### src/rtl/sum_disp_pkg.sv
// Shared types, segment constants and double-dabble helpers for the BCD display stage.
package sum_disp_pkg;

   typedef enum logic [2:0] {
      IDLE    = 3'd0,
      CONVERT = 3'd1,
      SHOW_H  = 3'd2,
      SHOW_T  = 3'd3,
      SHOW_O  = 3'd4,
      GAP     = 3'd5
   } state_t;

   localparam int unsigned BCD_W   = 12;
   localparam int unsigned BIN_W   = 8;
   localparam int unsigned SHIFT_W = BCD_W + BIN_W;

   // Segment patterns, bit order {g,f,e,d,c,b,a}, active high
   localparam logic [6:0] SEG_0 = 7'h3F;
   localparam logic [6:0] SEG_1 = 7'h06;
   localparam logic [6:0] SEG_2 = 7'h5B;
   localparam logic [6:0] SEG_3 = 7'h4F;
   localparam logic [6:0] SEG_4 = 7'h66;
   localparam logic [6:0] SEG_5 = 7'h6D;
   localparam logic [6:0] SEG_6 = 7'h7D;
   localparam logic [6:0] SEG_7 = 7'h07;
   localparam logic [6:0] SEG_8 = 7'h7F;
   localparam logic [6:0] SEG_9 = 7'h6F;
   localparam logic [6:0] SEG_OFF = 7'h00;

   // One shift-add-3 iteration over the {H,T,O,bin} shifter
   function automatic logic [SHIFT_W-1:0] dabble_step(input logic [SHIFT_W-1:0] s);
      logic [SHIFT_W-1:0] a;
      a = s;
      for (int i = 0; i < 3; i++) begin
         if (a[BIN_W+4*i +: 4] >= 4'd5) begin
            a[BIN_W+4*i +: 4] = a[BIN_W+4*i +: 4] + 4'd3;
         end
      end
      return {a[SHIFT_W-2:0], 1'b0};
   endfunction

   // Leading-zero blanking: first non-zero digit, or the ones digit for zero
   function automatic state_t first_state(input logic [BCD_W-1:0] bcd);
      if (bcd[11:8] != 4'd0) begin
         return SHOW_H;
      end else if (bcd[7:4] != 4'd0) begin
         return SHOW_T;
      end
      return SHOW_O;
   endfunction

endpackage

### src/rtl/seg7_decode.sv
// Combinational BCD digit to 7-segment pattern; non-decimal codes blank the display.
module seg7_decode
   import sum_disp_pkg::*;
(
   input  logic [3:0] i_digit,
   output logic [6:0] o_seg
);

   always_comb begin
      o_seg = SEG_OFF;
      case (i_digit)
         4'd0:    o_seg = SEG_0;
         4'd1:    o_seg = SEG_1;
         4'd2:    o_seg = SEG_2;
         4'd3:    o_seg = SEG_3;
         4'd4:    o_seg = SEG_4;
         4'd5:    o_seg = SEG_5;
         4'd6:    o_seg = SEG_6;
         4'd7:    o_seg = SEG_7;
         4'd8:    o_seg = SEG_8;
         4'd9:    o_seg = SEG_9;
         default: o_seg = SEG_OFF;
      endcase
   end

endmodule

### src/rtl/sum_bcd_display.sv
// Converts an 8-bit sum to BCD (sequential double-dabble) and shows it digit by digit on one
// 7-segment display with leading-zero blanking, dp on the ones digit, and a repeating loop.
module sum_bcd_display
   import sum_disp_pkg::*;
#(
   parameter int unsigned DWELL_CYCLES = 10_000_000,
   parameter int unsigned GAP_CYCLES   = 5_000_000
) (
   input  logic       clk,
   input  logic       rst_n,
   input  logic       in_valid,
   input  logic [7:0] in_data,
   output logic       in_ready,
   output logic [6:0] seg,
   output logic       dp,
   output logic       busy
);

   localparam int unsigned MAX_CYC = (DWELL_CYCLES > GAP_CYCLES) ? DWELL_CYCLES : GAP_CYCLES;
   localparam int unsigned CNT_W   = $clog2(MAX_CYC + 1);
   localparam logic [CNT_W-1:0] DWELL_LD = CNT_W'(DWELL_CYCLES - 1);
   localparam logic [CNT_W-1:0] GAP_LD   = CNT_W'(GAP_CYCLES - 1);

   state_t               r_state, w_state_nxt;
   logic [SHIFT_W-1:0]   r_shift, w_shift_nxt, w_step;
   logic [2:0]           r_iter, w_iter_nxt;
   logic [CNT_W-1:0]     r_cnt, w_cnt_nxt;
   logic [6:0]           r_seg, w_seg_dec;
   logic                 r_dp;
   logic                 w_accept, w_show;
   logic [3:0]           w_digit;
   state_t               w_first;

   assign in_ready = (r_state != CONVERT);
   assign busy     = (r_state != IDLE);
   assign w_accept = in_valid && in_ready;
   assign w_step   = dabble_step(r_shift);
   assign w_show   = (r_state == SHOW_H) || (r_state == SHOW_T) || (r_state == SHOW_O);
   // On the last iteration the result only exists in w_step; afterwards r_shift holds it
   assign w_first  = first_state((r_state == CONVERT) ? w_step[SHIFT_W-1:BIN_W]
                                                      : r_shift[SHIFT_W-1:BIN_W]);

   always_comb begin
      w_state_nxt = r_state;
      w_shift_nxt = r_shift;
      w_iter_nxt  = r_iter;
      w_cnt_nxt   = r_cnt;
      if (w_accept) begin
         w_state_nxt = CONVERT;
         w_shift_nxt = {{BCD_W{1'b0}}, in_data};
         w_iter_nxt  = 3'd0;
         w_cnt_nxt   = '0;
      end else begin
         case (r_state)
            CONVERT: begin
               w_shift_nxt = w_step;
               w_iter_nxt  = r_iter + 3'd1;
               if (r_iter == 3'd7) begin
                  w_state_nxt = w_first;
                  w_cnt_nxt   = DWELL_LD;
               end
            end
            SHOW_H, SHOW_T, SHOW_O, GAP: begin
               if (r_cnt != '0) begin
                  w_cnt_nxt = r_cnt - CNT_W'(1);
               end else begin
                  case (r_state)
                     SHOW_H:  w_state_nxt = SHOW_T;
                     SHOW_T:  w_state_nxt = SHOW_O;
                     SHOW_O:  w_state_nxt = GAP;
                     default: w_state_nxt = w_first;
                  endcase
                  w_cnt_nxt = (r_state == SHOW_O) ? GAP_LD : DWELL_LD;
               end
            end
            default: ;
         endcase
      end
   end

   always_comb begin
      w_digit = 4'd0;
      case (r_state)
         SHOW_H:  w_digit = r_shift[19:16];
         SHOW_T:  w_digit = r_shift[15:12];
         SHOW_O:  w_digit = r_shift[11:8];
         default: w_digit = 4'd0;
      endcase
   end

   seg7_decode u_seg7_decode (
      .i_digit (w_digit),
      .o_seg   (w_seg_dec)
   );

   always_ff @(posedge clk or negedge rst_n) begin
      if (!rst_n) begin
         r_state <= IDLE;
         r_shift <= '0;
         r_iter  <= 3'd0;
         r_cnt   <= '0;
      end else begin
         r_state <= w_state_nxt;
         r_shift <= w_shift_nxt;
         r_iter  <= w_iter_nxt;
         r_cnt   <= w_cnt_nxt;
      end
   end

   // Outputs follow the state by one clock, except that a new accept blanks them immediately
   always_ff @(posedge clk or negedge rst_n) begin
      if (!rst_n) begin
         r_seg <= SEG_OFF;
         r_dp  <= 1'b0;
      end else if (w_accept || !w_show) begin
         r_seg <= SEG_OFF;
         r_dp  <= 1'b0;
      end else begin
         r_seg <= w_seg_dec;
         r_dp  <= (r_state == SHOW_O);
      end
   end

   assign seg = r_seg;
   assign dp  = r_dp;

endmodule
### config.mk
export PLATFORM = sky130hd
export DESIGN_NAME = sum_bcd_display
export DESIGN_NICKNAME = d
export VERILOG_FILES = /design/src/rtl/sum_disp_pkg.sv /design/src/rtl/seg7_decode.sv /design/src/rtl/sum_bcd_display.sv
export SDC_FILE = /design/constraint.sdc
export NUM_CORES = 1
export LEC_CHECK = 0
export ABC_AREA = 0
export BUFFER_PORTS_ARGS = -buffer_cell sky130_fd_sc_hd__buf_2
export CAP_MARGIN = 20
export CORE_ASPECT_RATIO = 0.5
export CORE_MARGIN = 5
export CORE_UTILIZATION = 55
export CTS_CLUSTER_DIAMETER = 80
export DETAILED_ROUTE_END_ITERATION = 8
export MAX_ROUTING_LAYER = met4
export PLACE_DENSITY = 0.72
export SYNTH_ARGS = -nofsm -noshare
export SYNTH_HDL_FRONTEND = slang
export SYNTH_SLANG_ARGS = --single-unit
export TNS_END_PERCENT = 50
### constraint.sdc
create_clock -name clk -period 2.23 [get_ports clk]
set_input_delay 0.3345 -clock clk [delete_from_list [all_inputs] [get_ports clk]]
set_output_delay 0.3345 -clock clk [all_outputs]
set_load 0.01 [all_outputs]
# == Word-level counts from Yosys, hierarchy flattened ==
# Memories as Yosys holds them, arrays and structs flattened.
# Cells that the tools add are included.
# classes
addsub,5
order_cmp,3
eq_ne,9
mux,26
n_reduce_logical,14
# op_table
op,count
$mux W24,4
$pmux W24 S2,1
$mux W20,2
$mux W3,9
$reduce_bool A24 Y1,1
$sub A24 B1 Y24 const B,1
$ge A4 B3 Y1 const B,3
$mux W12,1
$pmux W4 S3,1
$eq A3 B3 Y1 const B,3
$pmux W3 S3,1
$add A4 B2 Y4 const B,2
$mux W4,2
$reduce_bool A4 Y1,2
$mux W7,1
$eq A3 B2 Y1 const B,2
$pmux W3 S2,1
$reduce_bool A3 Y1,2
$reduce_or A4 Y1,1
$add A3 B1 Y3 const B,1
$add A3 B2 Y3 const B,1
$eq A3 B1 Y1 const B,1
$logic_or A1 B1 Y1,3
$mux W1,3
other kinds (8),8
# totals
register_bits,58
mem_bits_ro,112
in_bits,11
output_inout_bits,10
memories,1
# mem_list
name,depth,word_bits,read_ports,rd_clocked_by_memory_dff,write_ports,line,rtl
(name not given),16,7,1,0,0,seg7_decode.sv:11,case (i_digit)

# == Logic depth before layout (Yosys ltp) ==
# depth
depth_word,11
ltp_mapped,10
depth_no_buf,9

# == Hierarchy ==
# A second synthesis with hierarchy kept.
# unflattened
hier_cells,407
area_unflattened_um2,3643.5
# by_module_without_submodules
mod,instances,cells_per_inst,area_per_inst_um2,seq_area_each_um2
sum_bcd_display,1,379,3423.3,1451.4
seg7_decode,1,28,220.2,0.0

# == Worst setup path before layout ==
# Ideal clock, no wire load.
# synth_path
kind,reg2reg
start,register r_shift[16]
end,register r_state[0]
setup_ns,0.126
t_arrival_ns,1.944
slack_ns,0.160
path_stages_with_launch,10
period_less_slack_ns,2.070
cell_sequence,dfrtp_1 -> inv_1 -> ha_1 -> nand2b_1 -> a21oi_2 -> and2_1 -> mux2_2 -> a32o_1 -> nor3b_1 -> o32a_1
# synth_via
elab_chain_len,10
# synth_lines
item,line,rtl
start: declaration,sum_bcd_display.sv:25,"logic [SHIFT_W-1:0] r_shift, w_shift_nxt, w_step;"
start signal: assignment,sum_bcd_display.sv:104,r_shift <= w_shift_nxt;
$ge A4 B3 Y1 / $add A3 B2 Y3 (equally long branches),"sum_disp_pkg.sv:35, sum_disp_pkg.sv:36",
$mux W3,sum_disp_pkg.sv:35,if (a[BIN_W+4*i +: 4] >= 4'd5) begin
$mux W12 (*),sum_bcd_display.sv:40,assign w_first = first_state((r_state == CONVERT) ? w_step[SHIFT_W-1:BIN_W]
$reduce_bool A4 Y1 (*),sum_disp_pkg.sv:44,if (bcd[11:8] != 4'd0) begin
$mux W3 / $mux W1 (equally long branches),sum_disp_pkg.sv:44,
$mux W3 (*),sum_disp_pkg.sv:49,return SHOW_O;
$pmux W3 S3,sum_bcd_display.sv:67,case (r_state)
$mux W3,sum_bcd_display.sv:64,if (r_cnt != '0) begin
$pmux W3 S2 (*),sum_bcd_display.sv:54,case (r_state)
$mux W3 (*),sum_bcd_display.sv:48,if (w_accept) begin
end signal: assignment,sum_bcd_display.sv:103,r_state <= w_state_nxt;
end: declaration,sum_bcd_display.sv:24,"state_t r_state, w_state_nxt;"
# Every way passes the cells marked *; elsewhere a longest branch is shown, timed or not. The select of a mux whose other input is x is not followed.
# A chain may end at the register's enable or synchronous reset.

# == Final worst setup path ==
# layout_path
start,register r_shift[17]
end,register r_state[0]
# The elaborated chain is that of the path after synthesis.

==> metrics <==
status=finished with violations; failing checks=hold timing; clk buf depth=2; number of flops mapped to enable cells by yosys=0; Async SR Flop Fraction=100%; Cell Count, Final, Fillers Out=roughly 520; Die Y=67.5 um; drt first pass iters=5; clock slew at reported path FFs=about 0.050 ns; sequential share of the synthesized area=39.9%; critical path type=register to register; die width=about 120 um; Routed Antenna Nets=0; maximum clock frequency=approximately 0.46 GHz; final setup skew=just under 0.006 ns; CP max FO=4; Placeable Area=slightly above 6000 um2; starting DRC count in detailed routing=about 360; Critical-path top delay cell=dfrtp_1; register area=approximately 1500 um2; Port Buf Inserts=20; max_cap viols=0; vias in the first global route=around 3300; Synth Instances=394; Residual DRC=0; max-slew violation count=0; RSZ-0062 raised after global routing=yes; reg2reg path depth=9; vias per inst=about 6; final hold violation count=11; placed insts=a little over 500; design area=4290 um2; CTS Buf Count=9; Total Power=7350 uW; Rel. slew slack=61.9%; Initial Util=between 50% and 60%; initial antenna violation count=0; Die ar.=8440 um2; Required @ worst endpoint=around 2.4 ns; Crit. End Element=register; CP Buf/Inv Count=1; CP cell instances=inv_2, ha_1, nand2b_1, a21oi_2, nor2b_1, mux2_2, a32o_1, nor3b_1, o32a_1; Sink Count=58; syn nets=421; Tot GR Track Use=between 20% and 30%; Crit path largest cell delay=approximately 0.4 ns; diode count=0; nets=about 460; DP Area=~4000 um2; most frequent cells in the layout=56 x dfrtp_1, 43 x nand2_1, 37 x o21ai_0; vias post-DR=3126; minimum clock period=between 2 and 2.5 ns; Yosys cell types=between 60 and 70; H-Tree Depth=3; GP Congestion=slightly above 0.9; worst vdd ir=700 uV; std cell rows=20; Crit Reg-Reg Endpoint=r_state[0]$_DFFE_PN0P_; Setup Viol. Count Final=0; Layout area overhead=17.9%; Root Driver=clkbuf_16; worst endpoint data arrival time=approximately 2.4 ns; syn avg cell area=9.23 um2; first-pass GRT wire length=between 15 and 20 mm; share of layout cells above drive strength 1=a little over a fifth; Tcrit/Tclk final=96.9%; Hold Slack=-0.00767 ns; crit-path leading delay family=compound AO/OA/AOI/OAI gates; worst r2r src=r_shift[17]$_DFFE_PN0P_; routed len/inst=approximately 17 um; commonest non-fill, non-tap cell in the layout=dfrtp_1; Cell Area, Synth=about 3600 um2; Most used DFF post-synth=dfrtp_1; R2R Setup Slk=slightly below 0.07 ns; #FFs+latches synth=58; pin count of the biggest net entering global routing=59; CTS tree=done; multi-input combinational cell area=roughly 2100 um2; filler instances=479; DP HPWL=roughly 5.7 mm; type of origin of the critical path=register; clk_lat worst skew=approximately 0.33 ns; Ys Warns=0; Final Routed Wirelength=slightly below 9 mm; PwrDens=around 1700 nW/um2; worst-margin pin slew=around 0.57 ns; static leakage=0.00192 uW; I/O pin count=21; gr ovfl total=0; min-delay worst type=primary input to asynchronous set/reset pin
timing repair:
action                     4_1_cts  5_1_grt
setup endpoints to repair        0       10
resized for setup                0       11
hold buffers                     0        0
setup buffers                    0        3
cells in the mapped netlist (all sizes together) (2+ instances only):
library cell,instances,area share (%)
mux2i,12,3.3
o311ai,3,0.72
o211ai,2,0.41
nor4,6,2.2
clkbuf,10,1.0
nand4,2,0.76
a22oi,3,0.62
a31oi,2,0.34
a21oi,36,5.3
a32o,4,1.1
o21ai,48,6.9
o31a,3,0.72
nor2,28,3.5
a21o,3,0.62
ha,16,5.5
nand2,46,5.0
and3,2,0.34
and2,3,0.52
o21a,4,1.2
nand2b,4,0.69
xnor2,8,1.9
buf,8,1.4
nor3b,8,2.3
a211oi,3,0.62
inv,18,1.9
o31ai,11,2.6
or3,2,0.34
nor3,10,1.8
a311oi,2,0.48
dfrtp,58,40
mux2,4,1.2
nand3,15,2.2
per-layer routing:
layer,vias to the layer above,routed length (um),GRT usage (%)
met3,14,558,9.08
met4,0,112,7.57
met5,-,0,-
li1,1504,-,-
met1,1498,3970,27.6
met2,110,4140,38.0
sequential cells by signal, indices dropped and copies added, names as in the netlist:
register	cells
r_shift	20
r_iter	3
seg	7
dp	1
r_cnt	24
r_state	3
how the worst max path moves through the flow:
stage                                  startpoint  depth (start not counted)                     end  slack, ns
after floorplan           r_shift[16]$_DFFE_PN0P_                          9  r_state[0]$_DFFE_PN0P_       0.16
after global placement    r_shift[16]$_DFFE_PN0P_                          9  r_state[0]$_DFFE_PN0P_       0.14
after detailed placement  r_shift[16]$_DFFE_PN0P_                          9  r_state[0]$_DFFE_PN0P_       0.09
after CTS                 r_shift[16]$_DFFE_PN0P_                          9  r_state[0]$_DFFE_PN0P_       0.01
after global routing      r_shift[17]$_DFFE_PN0P_                          9  r_state[0]$_DFFE_PN0P_      -0.02
final                     r_shift[17]$_DFFE_PN0P_                          9  r_state[0]$_DFFE_PN0P_       0.07
cell type report:
class | instances | area share (%)
Inverter | 18 | 1.63
Tap cell | 88 | 2.57
Clock buffer | 15 | 6.71
Multi-Input combinational cell | 300 | 48.0
Clock inverter | 1 | 0.701
Timing Repair Buffer | 42 | 6.48
Sequential cell | 58 | 33.9
through the flow:
stage | setup TNS (ns) | util [%] | setup WS [ns]
finish | 0 | 68.8 | 0.0689
CTS | 0 | 67.9 | 0.0120
floorplan | 0 | - | 0.160
global route | -0.0177 | 68.8 | -0.0177
global placement | 0 | 62.8 | 0.138
detailed placement | 0 | 62.8 | 0.0904
power by group:
group | internal [uW] | switching (uW)
registers | 1460 | 426
clock network | 987 | 473
logic | 1600 | 2400
total | 4050 | 3300
kinds of logic (layout without fill, tap and decap cells):
logic type      count (synthesis)  after routing  share of synthesized area (%)
compound gates                130            130                           23.2
xor+xnor                        8              8                           1.93
fa+ha+maj                      16             16                           5.51
buf+inv                        36             76                           4.34
flops                          58             58                           39.9
mux                            16             16                           4.54
simple gates                  130            130                           20.6
worst register-to-register path, cell delays in order (launching register included):
cell	delay [ns]
dfrtp_1	0.40
inv_2	0.08
ha_1	0.18
nand2b_1	0.15
a21oi_2	0.18
nor2b_1	0.09
mux2_2	0.26
a32o_1	0.28
nor3b_1	0.14
o32a_1	0.29
Power figures use the tool's default switching activity.
